===== config.mk =====
export PLATFORM = sky130hd
export DESIGN_NAME = move_ctrl_flat
export DESIGN_NICKNAME = d
export VERILOG_FILES = /design/src/rtl/move_ctrl_pkg.sv /design/src/rtl/move_ctrl_if.sv /design/src/rtl/move_ctrl.sv /design/src/flat_wrapper.sv
export SDC_FILE = /design/constraint.sdc
export NUM_CORES = 1
export LEC_CHECK = 0
export BUFFER_PORTS_ARGS = -buffer_cell sky130_fd_sc_hd__buf_2
export CAP_MARGIN = 20
export CORE_ASPECT_RATIO = 0.7
export CORE_MARGIN = 10
export CORE_UTILIZATION = 50
export CTS_BUF_LIST = sky130_fd_sc_hd__clkbuf_8
export DETAILED_ROUTE_END_ITERATION = 16
export GPL_TIMING_DRIVEN = 0
export PLACE_DENSITY = 0.89
export SLEW_MARGIN = 20
export SYNTH_ARGS = -nofsm -noshare
export SYNTH_HDL_FRONTEND = slang
export SYNTH_SLANG_ARGS = --single-unit

===== constraint.sdc =====
create_clock -name clk -period 4.1 [get_ports clk]
set_clock_uncertainty 0.05 [all_clocks]
set_input_delay 0.82 -clock clk [delete_from_list [all_inputs] [get_ports clk]]
set_output_delay 0.82 -clock clk [all_outputs]
set_load 0.02 [all_outputs]

===== src/rtl/move_ctrl_pkg.sv =====
// Shared types and constants for the interact-path move controller.
// Map geometry, FSM encoding and the direction-to-target helper live here.
package move_ctrl_pkg;

  localparam int unsigned MAP_DIM = 16;
  localparam int unsigned COORD_W = 4;
  localparam int unsigned TILE_W  = 16;
  localparam int unsigned KEY_W   = 4;
  localparam int unsigned ADDR_W  = 2 * COORD_W;

  typedef logic [COORD_W-1:0] coord_t;
  typedef logic [TILE_W-1:0]  tile_t;
  typedef logic [KEY_W-1:0]   key_t;
  typedef logic [ADDR_W-1:0]  addr_t;

  localparam coord_t COORD_MIN = coord_t'(0);
  localparam coord_t COORD_MAX = coord_t'(MAP_DIM - 1);
  localparam coord_t COORD_ONE = coord_t'(1);

  typedef enum logic [1:0] {
    StIdle,
    StRead,
    StWait,
    StCommit
  } state_e;

  typedef struct packed {
    logic   valid;
    coord_t x;
    coord_t y;
  } target_t;

  // Map RAM is row-major: high nibble is y, low nibble is x.
  function automatic addr_t tile_addr(coord_t x, coord_t y);
    return {y, x};
  endfunction

  // Priority up > down > left > right; a step off the map edge is not valid.
  function automatic target_t step_target(logic up, logic down, logic left, logic right,
                                          coord_t x, coord_t y);
    target_t t;
    t.valid = 1'b0;
    t.x     = x;
    t.y     = y;
    if (up) begin
      t.valid = (y != COORD_MIN);
      t.y     = y - COORD_ONE;
    end else if (down) begin
      t.valid = (y != COORD_MAX);
      t.y     = y + COORD_ONE;
    end else if (left) begin
      t.valid = (x != COORD_MIN);
      t.x     = x - COORD_ONE;
    end else if (right) begin
      t.valid = (x != COORD_MAX);
      t.x     = x + COORD_ONE;
    end
    return t;
  endfunction

endpackage


===== src/rtl/move_ctrl_if.sv =====
// Map RAM port plus the operand/result bundle exchanged with mux_tiles.
// master = move_ctrl side, slave = RAM / mux_tiles side.
interface move_ctrl_if;
  import move_ctrl_pkg::*;

  addr_t  map_addr;
  logic   map_re;
  tile_t  map_rdata;
  logic   map_we;
  tile_t  map_wdata;

  tile_t  mt_tile_id;
  coord_t mt_pos_x;
  coord_t mt_pos_y;
  coord_t mt_player_x;
  coord_t mt_player_y;
  key_t   mt_key_num;

  coord_t mt_goto_x;
  coord_t mt_goto_y;
  key_t   mt_key_num_out;
  tile_t  mt_new_tile_id;

  modport master (
    output map_addr, map_re, map_we, map_wdata,
    output mt_tile_id, mt_pos_x, mt_pos_y, mt_player_x, mt_player_y, mt_key_num,
    input  map_rdata,
    input  mt_goto_x, mt_goto_y, mt_key_num_out, mt_new_tile_id
  );

  modport slave (
    input  map_addr, map_re, map_we, map_wdata,
    input  mt_tile_id, mt_pos_x, mt_pos_y, mt_player_x, mt_player_y, mt_key_num,
    output map_rdata,
    output mt_goto_x, mt_goto_y, mt_key_num_out, mt_new_tile_id
  );

endinterface


===== src/rtl/move_ctrl.sv =====
// Turns a one-cycle direction pulse into a map read, hands the tile to mux_tiles
// and commits the resolved player position, key count and tile write-back.
module move_ctrl
  import move_ctrl_pkg::*;
#(
  parameter coord_t      START_X    = 4'd1,
  parameter coord_t      START_Y    = 4'd1,
  parameter int unsigned RD_LATENCY = 1,
  parameter key_t        KEY_MAX    = 4'd15
) (
  input  logic   clk,
  input  logic   rst_n,
  input  logic   req_up,
  input  logic   req_down,
  input  logic   req_left,
  input  logic   req_right,
  output logic   busy,
  output logic   move_done,
  move_ctrl_if.master bus,
  output coord_t player_x,
  output coord_t player_y,
  output key_t   key_num
);

  state_e     state_q, state_d;
  coord_t     tgt_x_q, tgt_x_d;
  coord_t     tgt_y_q, tgt_y_d;
  tile_t      tile_q, tile_d;
  logic [1:0] wait_q, wait_d;
  coord_t     player_x_q, player_x_d;
  coord_t     player_y_q, player_y_d;
  key_t       key_q, key_d;

  target_t    tgt;

  assign tgt = step_target(req_up, req_down, req_left, req_right, player_x_q, player_y_q);

  always_ff @(posedge clk or negedge rst_n) begin
    if (!rst_n) begin
      state_q    <= StIdle;
      tgt_x_q    <= '0;
      tgt_y_q    <= '0;
      tile_q     <= '0;
      wait_q     <= '0;
      player_x_q <= START_X;
      player_y_q <= START_Y;
      key_q      <= '0;
    end else begin
      state_q    <= state_d;
      tgt_x_q    <= tgt_x_d;
      tgt_y_q    <= tgt_y_d;
      tile_q     <= tile_d;
      wait_q     <= wait_d;
      player_x_q <= player_x_d;
      player_y_q <= player_y_d;
      key_q      <= key_d;
    end
  end

  always_comb begin
    state_d       = state_q;
    tgt_x_d       = tgt_x_q;
    tgt_y_d       = tgt_y_q;
    tile_d        = tile_q;
    wait_d        = wait_q;
    player_x_d    = player_x_q;
    player_y_d    = player_y_q;
    key_d         = key_q;
    busy          = 1'b1;
    move_done     = 1'b0;
    bus.map_re    = 1'b0;
    bus.map_we    = 1'b0;
    bus.map_addr  = '0;
    bus.map_wdata = '0;

    unique case (state_q)
      StIdle: begin
        busy = 1'b0;
        // Requests are only sampled here, so pulses during a move are dropped.
        if (tgt.valid) begin
          tgt_x_d = tgt.x;
          tgt_y_d = tgt.y;
          state_d = StRead;
        end
      end

      StRead: begin
        bus.map_re   = 1'b1;
        bus.map_addr = tile_addr(tgt_x_q, tgt_y_q);
        wait_d       = 2'(RD_LATENCY - 1);
        state_d      = StWait;
      end

      StWait: begin
        if (wait_q == 2'd0) begin
          tile_d  = bus.map_rdata;
          state_d = StCommit;
        end else begin
          wait_d = wait_q - 2'd1;
        end
      end

      StCommit: begin
        player_x_d = bus.mt_goto_x;
        player_y_d = bus.mt_goto_y;
        // Saturate instead of letting the 4-bit count wrap past KEY_MAX.
        if ((key_q == KEY_MAX) && (bus.mt_key_num_out != key_q)) begin
          key_d = KEY_MAX;
        end else begin
          key_d = bus.mt_key_num_out;
        end
        if (bus.mt_new_tile_id != tile_q) begin
          bus.map_we    = 1'b1;
          bus.map_addr  = tile_addr(tgt_x_q, tgt_y_q);
          bus.map_wdata = bus.mt_new_tile_id;
        end
        move_done = 1'b1;
        state_d   = StIdle;
      end

      default: begin
        state_d = StIdle;
      end
    endcase
  end

  // mux_tiles sees only registered values, never the raw RAM output.
  assign bus.mt_tile_id  = tile_q;
  assign bus.mt_pos_x    = tgt_x_q;
  assign bus.mt_pos_y    = tgt_y_q;
  assign bus.mt_player_x = player_x_q;
  assign bus.mt_player_y = player_y_q;
  assign bus.mt_key_num  = key_q;

  assign player_x = player_x_q;
  assign player_y = player_y_q;
  assign key_num  = key_q;

  a_re_we_excl: assert property (@(posedge clk) disable iff (!rst_n)
    !(bus.map_re && bus.map_we));

  a_done_not_busy_next: assert property (@(posedge clk) disable iff (!rst_n)
    move_done |=> !busy);

endmodule


===== src/flat_wrapper.sv =====
// flat-port wrapper written by rule: the top's interface ports become plain ports
module move_ctrl_flat import move_ctrl_pkg::*;
#(
  parameter coord_t      START_X    = 4'd1,
  parameter coord_t      START_Y    = 4'd1,
  parameter int unsigned RD_LATENCY = 1,
  parameter key_t        KEY_MAX    = 4'd15
)
  (clk, rst_n, req_up, req_down, req_left, req_right, busy, move_done, player_x, player_y, key_num, bus_map_addr, bus_map_re, bus_map_we, bus_map_wdata, bus_mt_tile_id, bus_mt_pos_x, bus_mt_pos_y, bus_mt_player_x, bus_mt_player_y, bus_mt_key_num, bus_map_rdata, bus_mt_goto_x, bus_mt_goto_y, bus_mt_key_num_out, bus_mt_new_tile_id);
  move_ctrl_if bus_i ();
  input  logic clk;
  input  logic rst_n;
  input  logic req_up;
  input  logic req_down;
  input  logic req_left;
  input  logic req_right;
  output logic busy;
  output logic move_done;
  output coord_t player_x;
  output coord_t player_y;
  output key_t key_num;
  output wire logic [$bits(bus_i.map_addr)-1:0] bus_map_addr;
  output wire logic [$bits(bus_i.map_re)-1:0] bus_map_re;
  output wire logic [$bits(bus_i.map_we)-1:0] bus_map_we;
  output wire logic [$bits(bus_i.map_wdata)-1:0] bus_map_wdata;
  output wire logic [$bits(bus_i.mt_tile_id)-1:0] bus_mt_tile_id;
  output wire logic [$bits(bus_i.mt_pos_x)-1:0] bus_mt_pos_x;
  output wire logic [$bits(bus_i.mt_pos_y)-1:0] bus_mt_pos_y;
  output wire logic [$bits(bus_i.mt_player_x)-1:0] bus_mt_player_x;
  output wire logic [$bits(bus_i.mt_player_y)-1:0] bus_mt_player_y;
  output wire logic [$bits(bus_i.mt_key_num)-1:0] bus_mt_key_num;
  input wire logic [$bits(bus_i.map_rdata)-1:0] bus_map_rdata;
  input wire logic [$bits(bus_i.mt_goto_x)-1:0] bus_mt_goto_x;
  input wire logic [$bits(bus_i.mt_goto_y)-1:0] bus_mt_goto_y;
  input wire logic [$bits(bus_i.mt_key_num_out)-1:0] bus_mt_key_num_out;
  input wire logic [$bits(bus_i.mt_new_tile_id)-1:0] bus_mt_new_tile_id;
  assign bus_map_addr = bus_i.map_addr;
  assign bus_map_re = bus_i.map_re;
  assign bus_map_we = bus_i.map_we;
  assign bus_map_wdata = bus_i.map_wdata;
  assign bus_mt_tile_id = bus_i.mt_tile_id;
  assign bus_mt_pos_x = bus_i.mt_pos_x;
  assign bus_mt_pos_y = bus_i.mt_pos_y;
  assign bus_mt_player_x = bus_i.mt_player_x;
  assign bus_mt_player_y = bus_i.mt_player_y;
  assign bus_mt_key_num = bus_i.mt_key_num;
  assign bus_i.map_rdata = bus_map_rdata;
  assign bus_i.mt_goto_x = bus_mt_goto_x;
  assign bus_i.mt_goto_y = bus_mt_goto_y;
  assign bus_i.mt_key_num_out = bus_mt_key_num_out;
  assign bus_i.mt_new_tile_id = bus_mt_new_tile_id;
  move_ctrl #(.START_X(START_X), .START_Y(START_Y), .RD_LATENCY(RD_LATENCY), .KEY_MAX(KEY_MAX)) u_core (.clk(clk), .rst_n(rst_n), .req_up(req_up), .req_down(req_down), .req_left(req_left), .req_right(req_right), .busy(busy), .move_done(move_done), .bus(bus_i), .player_x(player_x), .player_y(player_y), .key_num(key_num));
endmodule

==> reports/results.tsv <==
stage	metric	value	unit
finish	fillcell total	383	
finish	Area growth syn-to-layout	33.3	%
detailed_routing	count of unresolved DRC violations after routing	0	
cts	cts-stage hold buffer count	0	
grt	global route total overflow	0	
floorplanning	row count	21	
power	internal power	1.53	mW
logic_synthesis	Post-synth ARST share	1.00	
timing	Min Clock Period, post-route	3.24	ns
timing	share of the clock period used by the worst path after layout	0.789	
grt	peak-usage layer in the global routing report	met2	
timing	remaining max-slew budget at the tightest pin	0.430	
logic_synthesis	Post-Syn Area per Cell	10.8	µm²
placed_design	GPL Wtd Cong	0.863	
cts	number of buffers inserted by post-CTS setup repair	0	
floorplanning	horizontal die dimension	103	µm
finish	antenna cell count	0	
timing	transition time of the tightest slew-check pin	0.856	ns
logic_synthesis	post-synthesis register bit count	40	
logic_synthesis	Most used DFF post-synth	dfrtp_1	
timing	Hold Violations, Final	0	
cts	insertion delay to the later sink of the worst-skew pair	0.29	ns
logic_synthesis	Synth Net Count	284	
detailed_routing	DRT iter0 DRCs	54	
grt	pin count of the biggest net entering global routing	41	
grt	gr usage total	0.178	
detailed_routing	DR vias/cell	5.17	
detailed_routing	first-pass iteration count of the detailed router	4	
timing	Final setup violation count	0	
timing	Achievable Freq	309	MHz
setup_path	Worst Setup Path Type	in2out	
logic_synthesis	Syn Inst Count	224	
grt	initial antenna violation count	0	
timing	Setup TNS Final	0	ns
grt	wire length of the first global-routing pass	11500	µm
cts	number of CTS-inserted buffers	5	
power	net switching power	1.38	mW
run	max cap viols	0	
power	IR Drop Worst-Case VDD	0.498	mV
grt	met1 usage	0.217	
power	power share of the sequential group	0.285	
finish	layout cells sized above 1	0.521	
logic_synthesis	post-synthesis instance area	2420	µm²
cts	clock-pin slew on the worst setup and hold paths	0.07	ns
outcome	run status	finished, final reports clean	
cts	CTS H-tree depth	2	
cts	clk sinks	40	
power	switching fraction of total power	0.474	
timing	fin. max-slew vios	0	
floorplanning	top-level port count	126	
detailed_routing	overall routed net length	7260	µm
logic_synthesis	total number of yosys warnings	0	
finish	footprint of the multi-input gates	1260	µm²
placed_design	DPL Wire Length	5880	µm
floorplanning	die outline area	8080	µm²
grt	met2 Track Usage GR	0.306	
setup_path	critical path fanouts, max	10	
finish	fin nets	416	
finish	total area of sequential cells	1000	µm²
floorplanning	core box area	4730	µm²
setup_path	most used cell along the critical path	buf_2	
logic_synthesis	portion of the post-synthesis area used by sequential elements	0.414	
cts	number of cells upsized or downsized after cts	0	
setup_path	internal reg-to-reg setup slack	1.80	ns
setup_path	kind of cell with the highest combined delay on the critical path	compound AO/OA/AOI/OAI gates	
detailed_routing	mean routed wirelength per cell	17.5	µm
setup_path	worst path buffer plus inverter count	3	
setup_path	Worst EP required	3.23	ns
placed_design	number of buffer cells added on primary ports	125	
setup_path	critical path arrival	2.37	ns
logic_synthesis	Unique masters post-synth	39	
timing	worst hold margin	0.452	ns
grt	number of global-route vias before repair	2222	
timing	RSZ-0062 raised after global routing	no	
floorplanning	starting utilization of the core area	0.513	
setup_path	Worst setup EP type	output port	
min_path	kind of path behind the tightest hold check	reg2reg	
setup_path	cells along the critical path	buf_2 -> xnor2_1 -> nand4_1 -> o41a_1 -> buf_2 -> o21a_1 -> buf_2	
grt	GRT met3 Usage	0.0420	
power	Lkg Pwr	1.61	nW
setup_path	Critical Path Max Stage Delay	0.47	ns
detailed_routing	via count	2142	
logic_synthesis	number of synthesized flops with an enable pin	0	
power	logic gate share of total power	0.605	
detailed_routing	Detail Route Antenna Nets	0	
cts	clock tree from TritonCTS	built	
cts	root buffer cell	clkbuf_8	
setup_path	CP max-delay cell	o41a_1	
setup_path	type of origin of the critical path	primary input	
power	pwr/cell area	903	nW/µm²
cts	maximum number of buffers from clock root to sink	2	
power	Clk network pwr share	0.110	
floorplanning	die boundary height	78.3	µm
[registers in the layout, summed over array words and instances (netlist names)]
name and cells:
u_core.bus.mt_tile_id 16, u_core.bus.mt_pos_y 4, u_core.bus.mt_player_x 4, u_core.bus.mt_pos_x 4, u_core.state_q 2, u_core.bus.mt_player_y 4
u_core.bus.mt_key_num 4, u_core.wait_q 2
[metal layers]
layer  up-vias  wire length [µm]
li1       1034                 -
met1      1040              2980
met2        62              3850
met3         6               358
met4         0                75
met5         -                 0
[layout make-up]
class	instances	area share
clock inverters	3	0.0132
flip-flops and latches	40	0.310
plain buffers	19	0.0368
multi-input cells	155	0.391
clock buffers	5	0.0213
inverters	10	0.0116
well taps	57	0.0221
repair buffers	125	0.193
[path summary, 6_finish.rpt]
| kind | from | to | cells past startpoint |
|---|---|---|---|
| setup / recovery | bus_mt_new_tile_id[6] | bus_map_addr[6] | 7 |
| hold reg to reg | u_core.wait_q[1] | u_core.wait_q[1] | 2 |
| max in group asynchronous | rst_n | u_core.bus.mt_tile_id[15] | 1 |
| min in group asynchronous | rst_n | u_core.bus.mt_tile_id[3] | 1 |
| hold / removal | u_core.wait_q[1] | u_core.wait_q[1] | 2 |
| setup reg to reg | u_core.bus.mt_player_y[0] | u_core.bus.mt_pos_y[2] | 6 |
[worst min-delay path: stages, from the launching register on]
cell     delay, ns
dfrtp_1       0.34
nand2_1       0.05
o21ai_0       0.07
[cells by family after synthesis]
family / Yosys count / share of synthesized area
and+or+nand+nor: 58 / 0.138
muxes: 29 / 0.135
xor gates and xnor gates: 23 / 0.0831
adders and majority gates: 10 / 0.0516
DFF: 40 / 0.414
buffers and inverters: 29 / 0.0645
AOI/OAI and AO/OA: 35 / 0.115
[per-stage QoR]
stage / total power [mW] / instance area, µm² / util / worst slack [ns] / instances
after floorplan: 2.01 / 2420 / - / 1.25 / 224
after global placement: 2.56 / 3120 / 0.660 / 0.922 / 406
after detailed placement: 2.62 / 3120 / 0.660 / 0.871 / 406
after CTS: 2.95 / 3230 / 0.684 / 0.879 / 414
after global routing: 3.11 / 3230 / 0.684 / 0.780 / 414
final: 2.92 / 3230 / 0.684 / 0.865 / 414
[Yosys cell counts, types with 2 or more instances]
| cell type | instances | area (µm²) |
|---|---|---|
| dfrtp_1 | 38 | 951 |
| mux2_2 | 29 | 327 |
| xnor2_1 | 21 | 184 |
| and2_1 | 17 | 106 |
| nand2_1 | 17 | 63.8 |
| buf_4 | 12 | 90.1 |
| ha_1 | 10 | 125 |
| inv_1 | 10 | 37.5 |
| o21ai_0 | 9 | 45.0 |
| o21a_1 | 8 | 60.1 |
| nand3_1 | 7 | 35.0 |
| clkbuf_1 | 5 | 18.8 |
| a22o_1 | 4 | 35.0 |
| nand4_1 | 4 | 25.0 |
| nor4b_1 | 3 | 26.3 |
| a21oi_2 | 2 | 17.5 |
| a221o_1 | 2 | 20.0 |
| buf_2 | 2 | 10.0 |
| dfstp_2 | 2 | 52.6 |
| or2_2 | 2 | 12.5 |
| xor2_1 | 2 | 17.5 |
[power by group through the flow]
stage	combinational (mW)	sequential, mW	clock [mW]
2_1_floorplan	0.997	1.01	0
3_3_place_gp	1.73	0.821	0
3_5_place_dp	1.78	0.839	0
4_1_cts	1.78	0.833	0.330
5_1_grt	1.89	0.874	0.342
6_report	1.76	0.832	0.322
[cell usage in the layout, fill, tap and decap left out, types with 3 or more instances in the layout]
cell type / instances
a22o_1: 4
and2_1: 17
buf_2: 127
buf_4: 12
clkbuf_1: 5
clkbuf_8: 5
dfrtp_1: 38
ha_1: 10
inv_1: 10
mux2_2: 29
nand2_1: 17
nand3_1: 7
nand4_1: 4
nor4b_1: 3
o21a_1: 8
o21ai_0: 9
xnor2_1: 21
Note: power is estimated with default switching activity, not from simulation.
